$ cat src/rtl/sram_arbiter.sv
// sram_arbiter: shares one asynchronous SRAM bank between the instruction and data buses.
// Define SRAM_ARB_ROUND_ROBIN_EN to alternate grants on ties; otherwise data wins every tie.
module sram_arbiter #(
    parameter int ADDR_W      = 20,
    parameter int WAIT_CYCLES = 2
) (
    input  logic              clk,
    input  logic              rst_n,
    input  logic              inst_req,
    input  logic [ADDR_W-1:0] inst_addr,
    output logic [31:0]       inst_rdata,
    output logic              inst_ack,
    input  logic              data_req,
    input  logic              data_we,
    input  logic [3:0]        data_be,
    input  logic [ADDR_W-1:0] data_addr,
    input  logic [31:0]       data_wdata,
    output logic [31:0]       data_rdata,
    output logic              data_ack,
    output logic [ADDR_W-1:0] sram_addr,
    output logic [31:0]       sram_dq_o,
    output logic              sram_dq_oe,
    input  logic [31:0]       sram_dq_i,
    output logic              sram_ce_n,
    output logic              sram_oe_n,
    output logic              sram_we_n,
    output logic [3:0]        sram_be_n
);

    localparam logic [3:0] LAST_CNT = 4'(WAIT_CYCLES - 1);

    typedef enum logic [1:0] {
        IDLE   = 2'd0,
        ACCESS = 2'd1,
        DONE   = 2'd2
    } state_t;

    state_t            state_r;
    state_t            state_next_s;
    logic [3:0]        cnt_r;
    logic [3:0]        cnt_next_s;
    logic              start_s;
    logic              grant_data_s;
    logic              capture_s;

    logic              owner_data_r;
    logic              owner_data_next_s;
    logic              we_r;
    logic              we_next_s;
    logic [3:0]        be_r;
    logic [3:0]        be_next_s;
    logic [ADDR_W-1:0] addr_r;
    logic [ADDR_W-1:0] addr_next_s;
    logic [31:0]       wdata_r;
    logic [31:0]       wdata_next_s;

    logic              ce_n_s;
    logic              oe_n_s;
    logic              we_n_s;
    logic [3:0]        be_n_s;
    logic              dq_oe_s;
    logic [ADDR_W-1:0] sram_addr_s;
    logic [31:0]       dq_o_s;
    logic              inst_ack_s;
    logic              data_ack_s;

`ifdef SRAM_ARB_ROUND_ROBIN_EN
    logic last_grant_data_r;

    // Tie-break goes to the port that did not win the previous grant.
    always_comb begin
        if (inst_req && data_req) begin
            grant_data_s = ~last_grant_data_r;
        end else if (data_req) begin
            grant_data_s = 1'b1;
        end else begin
            grant_data_s = 1'b0;
        end
    end

    // Track the most recent grant (reset value means instruction).
    always_ff @(posedge clk or negedge rst_n) begin
        if (!rst_n) begin
            last_grant_data_r <= 1'b0;
        end else if (start_s) begin
            last_grant_data_r <= grant_data_s;
        end else begin
            last_grant_data_r <= last_grant_data_r;
        end
    end
`else
    // Fixed priority: the data port wins every tie, instruction may starve.
    always_comb begin
        if (data_req) begin
            grant_data_s = 1'b1;
        end else begin
            grant_data_s = 1'b0;
        end
    end
`endif

    // FSM state and access counter register.
    always_ff @(posedge clk or negedge rst_n) begin
        if (!rst_n) begin
            state_r <= IDLE;
            cnt_r   <= 4'd0;
        end else begin
            state_r <= state_next_s;
            cnt_r   <= cnt_next_s;
        end
    end

    // Next-state logic and latching of the winner's request fields.
    always_comb begin
        state_next_s      = state_r;
        cnt_next_s        = cnt_r;
        start_s           = 1'b0;
        owner_data_next_s = owner_data_r;
        we_next_s         = we_r;
        be_next_s         = be_r;
        addr_next_s       = addr_r;
        wdata_next_s      = wdata_r;
        case (state_r)
            IDLE: begin
                if (inst_req || data_req) begin
                    start_s           = 1'b1;
                    state_next_s      = ACCESS;
                    cnt_next_s        = 4'd0;
                    owner_data_next_s = grant_data_s;
                    if (grant_data_s) begin
                        we_next_s    = data_we;
                        be_next_s    = data_be;
                        addr_next_s  = data_addr;
                        wdata_next_s = data_wdata;
                    end else begin
                        we_next_s    = 1'b0;
                        be_next_s    = 4'hF;
                        addr_next_s  = inst_addr;
                        wdata_next_s = 32'h0000_0000;
                    end
                end else begin
                    state_next_s = IDLE;
                end
            end
            ACCESS: begin
                if (cnt_r == LAST_CNT) begin
                    state_next_s = DONE;
                    cnt_next_s   = 4'd0;
                end else begin
                    state_next_s = ACCESS;
                    cnt_next_s   = cnt_r + 4'd1;
                end
            end
            DONE: begin
                state_next_s = IDLE;
                cnt_next_s   = 4'd0;
            end
            default: begin
                state_next_s = IDLE;
                cnt_next_s   = 4'd0;
            end
        endcase
    end

    // Output decode from the upcoming state so registered pins line up with the state.
    always_comb begin
        ce_n_s      = 1'b1;
        oe_n_s      = 1'b1;
        we_n_s      = 1'b1;
        be_n_s      = 4'hF;
        dq_oe_s     = 1'b0;
        sram_addr_s = sram_addr;
        dq_o_s      = sram_dq_o;
        inst_ack_s  = 1'b0;
        data_ack_s  = 1'b0;
        capture_s   = (state_r == ACCESS) && (cnt_r == LAST_CNT) && !we_r;
        if (state_next_s == ACCESS) begin
            ce_n_s      = 1'b0;
            be_n_s      = ~be_next_s;
            sram_addr_s = addr_next_s;
            if (we_next_s) begin
                dq_oe_s = 1'b1;
                dq_o_s  = wdata_next_s;
                // Release we_n one cycle early so data and address are held past the strobe.
                we_n_s  = (cnt_next_s < LAST_CNT) ? 1'b0 : 1'b1;
            end else begin
                oe_n_s = 1'b0;
            end
        end else if (state_next_s == DONE) begin
            inst_ack_s = ~owner_data_next_s;
            data_ack_s = owner_data_next_s;
        end else begin
            inst_ack_s = 1'b0;
            data_ack_s = 1'b0;
        end
    end

    // Transaction latch, SRAM pin registers, acknowledges and read data.
    always_ff @(posedge clk or negedge rst_n) begin
        if (!rst_n) begin
            owner_data_r <= 1'b0;
            we_r         <= 1'b0;
            be_r         <= 4'hF;
            addr_r       <= {ADDR_W{1'b0}};
            wdata_r      <= 32'h0000_0000;
            sram_ce_n    <= 1'b1;
            sram_oe_n    <= 1'b1;
            sram_we_n    <= 1'b1;
            sram_be_n    <= 4'hF;
            sram_dq_oe   <= 1'b0;
            sram_addr    <= {ADDR_W{1'b0}};
            sram_dq_o    <= 32'h0000_0000;
            inst_ack     <= 1'b0;
            data_ack     <= 1'b0;
            inst_rdata   <= 32'h0000_0000;
            data_rdata   <= 32'h0000_0000;
        end else begin
            owner_data_r <= owner_data_next_s;
            we_r         <= we_next_s;
            be_r         <= be_next_s;
            addr_r       <= addr_next_s;
            wdata_r      <= wdata_next_s;
            sram_ce_n    <= ce_n_s;
            sram_oe_n    <= oe_n_s;
            sram_we_n    <= we_n_s;
            sram_be_n    <= be_n_s;
            sram_dq_oe   <= dq_oe_s;
            sram_addr    <= sram_addr_s;
            sram_dq_o    <= dq_o_s;
            inst_ack     <= inst_ack_s;
            data_ack     <= data_ack_s;
            if (capture_s && !owner_data_r) begin
                inst_rdata <= sram_dq_i;
            end else begin
                inst_rdata <= inst_rdata;
            end
            if (capture_s && owner_data_r) begin
                data_rdata <= sram_dq_i;
            end else begin
                data_rdata <= data_rdata;
            end
        end
    end

endmodule

$ cat config.mk
export PLATFORM = sky130hd
export DESIGN_NAME = sram_arbiter
export DESIGN_NICKNAME = d
export VERILOG_FILES = /design/src/rtl/sram_arbiter.sv
export SDC_FILE = /design/constraint.sdc
export NUM_CORES = 1
export LEC_CHECK = 0
export ABC_AREA = 1
export ABC_CLOCK_PERIOD_IN_PS = 1650
export CAP_MARGIN = 20
export CORE_ASPECT_RATIO = 0.8
export CORE_MARGIN = 2
export CORE_UTILIZATION = 47
export CTS_CLUSTER_SIZE = 14
export DETAILED_ROUTE_END_ITERATION = 6
export PLACE_DENSITY = 0.85
export SKIP_LAST_GASP = 1
export SYNTH_ARGS = -nofsm -noshare
export SYNTH_HDL_FRONTEND = slang
export SYNTH_SLANG_ARGS = --single-unit
$ cat constraint.sdc
create_clock -name clk -period 1.65 [get_ports clk]
set_input_delay 0.2475 -clock clk [delete_from_list [all_inputs] [get_ports clk]]
set_output_delay 0.2475 -clock clk [all_outputs]
set_load 0.005 [all_outputs]
==> results.cfg <==
[status]
status = completed

[floorplan]
core_um2 = 15900
num_rows = 41
start_util_pct = 48.1
die_x_um = 146
boundaryPins = 239
dieHeight_um = 118
die-area_um2 = 17300

[clock_network]
cts_tree = built
cts_root_buf = clkbuf_16
htree_levels = 4
clk_pin_slew_ns = 0.06
insertion_delay_ns = 0.42
numCtsBuffers = 17
cts_sinks = 190
cts_buffer_depth = 2

[global_route]
grt_pass1_wl_um = 31000
overflow = 0
grt_max_degree = 65
grt_antenna_before_repair = 0
first_global_vias = 6182
grtUsageTotal_pct = 22.6

[sta]
max_slew.worst_pin.slew_ns = 0.323
period_share_pct = 96.0
hold_viol = 0
skew_ns = 0.00948
drv_slew = 0
rsz0062_at_grt = false
hold_slack_ns = 0.298
max_freq_mhz = 631
setup_viol = 0
worst_slack_ns = 0.0659
slew_headroom_pct = 78.5
fin_crit_ns = 1.58

[synth]
synth_fp_nets = 927
async_flop_share_pct = 100
ys_types = 26
synth_edf_count = 0
yosysMostFrequentCell = nand2_1
ys_warn_count = 0
synth.top_cells.by_area = dfrtp_1 59%, nand2_1 19%, dfstp_2 3.8%
syn_area_um2 = 7630
ys.flop_type = dfrtp_1
synth_top_area_share_pct = 58.7
avgSynthCellArea_um2 = 9.40
synth_common_cells = 393 x nand2_1, 179 x dfrtp_1, 47 x inv_1
ys_ff_latch = 190
synth.largest_area_cell = dfrtp_1
ys_seq_area_share_pct = 62.5
syn_inst = 812

[detailed_routing]
first_pass_iters = 4
post_drt_wl_per_cell_um = 14.7
drc = 0
routed_wl_um = 19000
drt.antenna.violating_nets = 0
vias = 6277
via_per_inst = 4.86
drt_iter0_drc = 384

[placement]
dp_hpwl_um = 13300
gp_congestion = 0.798
numPortBuffers = 238
pre_cts_ws_ns = -0.0691
dpl-instance-area_um2 = 10400

[setup_path]
path_class = reg -> out
critPathMaxFanout = 2
critPathLaunchType = register
arrival_ns = 1.34
crit_start = sram_dq_o[8]
slowest_delay_ns = 0.52
crit_path_cell_trace = clkdlybuf4s50_1
r2r_start = state_r[1]
cp.required_ns = 1.40
crit_path_top_delay_cell = clkdlybuf4s50_1
critPathBufInv = 1
crit_family = buffers and inverters
end_kind = primary output

[job]
cap_violations = 0

[finish]
syn_to_final_growth_pct = 43.8
finalNetCount = 1179
drive_above_1_share_pct = 10.9
antennaDiodeCount = 0
finish.utilization_pct = 69.2
final_area_um2 = 11000

[power_and_ir_drop]
leakage_uw = 0.00545
total_power_uw = 20900
vdd.ir_drop.worst_v = 0.000933
p_per_area_nw_per_um2 = 1900

[min_path]
hp-class = in -> async
==> timing repair <==
action                                  in CTS  in global routing
pin swaps                                    0                  1
endpoints found under the setup margin       7                 83
setup buffers                                0                  2
hold endpoints to repair                    28                  0
cloned                                       0                  1
hold buffers                                 1                  0
gates resized for setup                      7                  1
==> registers in the layout, summed over array words and instances, names as in the netlist <==
name,flops
inst_rdata,32
data_ack,1
we_r,1
sram_dq_o,32
wdata_r,32
sram_we_n,1
state_r,2
sram_oe_n,1
owner_data_r,1
data_rdata,32
cnt_r,4
sram_be_n,4
sram_ce_n,1
addr_r,20
be_r,4
sram_dq_oe,1
sram_addr,20
inst_ack,1
==> cell type report <==
type / count / area [µm²]
repair buffers: 270 / 2790
inverters: 51 / 194
fillers: 1190 / 4880
clock inverters: 6 / 86.3
well taps: 215 / 269
multi-input cells: 534 / 2390
clock buffers: 26 / 479
flip-flops and latches: 190 / 4770
==> layout by cell type (no fill, tap or decap), types with 2 or more instances in the layout <==
| cell | netlist | final |
|---|---|---|
| a31oi_1 | 20 | 20 |
| buf_4 | 5 | 18 |
| nand2_2 | 4 | 3 |
| clkdlybuf4s50_1 | 0 | 230 |
| clkbuf_1 | 5 | 7 |
| dlygate4sd2_1 | 0 | 7 |
| dfrtp_1 | 179 | 179 |
| clkbuf_8 | 0 | 3 |
| nor2_1 | 27 | 27 |
| ha_1 | 2 | 2 |
| clkbuf_16 | 0 | 18 |
| nand2_4 | 2 | 3 |
| o21ai_1 | 32 | 32 |
| nor2_4 | 3 | 3 |
| nor2_2 | 2 | 2 |
| o22ai_1 | 4 | 4 |
| o21ai_2 | 32 | 32 |
| nand3_4 | 2 | 2 |
| inv_2 | 3 | 3 |
| nand3_1 | 6 | 6 |
| bufinv_16 | 0 | 2 |
| buf_12 | 0 | 12 |
| inv_1 | 47 | 47 |
| clkinv_2 | 0 | 2 |
| dfstp_2 | 11 | 11 |
| nand2_1 | 393 | 393 |
| nand3b_1 | 2 | 2 |
==> power breakdown <==
| part | internal, µW | switching [µW] | total (µW) | leakage, µW |
|---|---|---|---|---|
| Clock | 2320 | 1640 | 3960 | 0.000272 |
| Sequential | 6910 | 1030 | 7940 | 0.00234 |
| Combinational | 4670 | 4310 | 8990 | 0.00283 |
| Total | 13900 | 6990 | 20900 | 0.00545 |
==> through the flow <==
stage,setup TNS [ns],std cells
floorplan,0,812
global placement,0,1256
detailed placement,-1.97,1256
CTS,0,1289
global route,0,1292
finish,0,1292
==> kinds of logic (layout without fill, tap and decap cells) <==
kind of cell	after synthesis	after routing	share of synthesized area (%)
flip-flops	190	190	62.5
AO/OA/AOI/OAI	90	90	7.90
AND/OR/NAND/NOR	442	442	23.0
adder cells (fa/ha/maj)	2	2	0.328
buffers and inverters	88	353	6.28
==> per-layer routing <==
| metal | part of all wire (%) | global-route usage, % |
|---|---|---|
| met1 | 44 | 30.4 |
| met2 | 48 | 36.4 |
| met3 | 6.5 | 6.01 |
| met4 | 1.2 | 6.07 |
| met5 | 0 | 0 |
==> worst paths after layout <==
path / to / slack, ns / cells past startpoint
worst max-delay path: sram_dq_o[8] / 0.07 / 1
max in group asynchronous: be_r[3] / 0.72 / 3
worst min register to register: addr_r[10] / 0.47 / 2
worst max register to register: sram_dq_o[26] / 0.12 / 9
min in group clk: wdata_r[16] / 0.38 / 3
worst min-delay path: inst_rdata[3] / 0.30 / 2
Power figures use the tool's default switching activity.
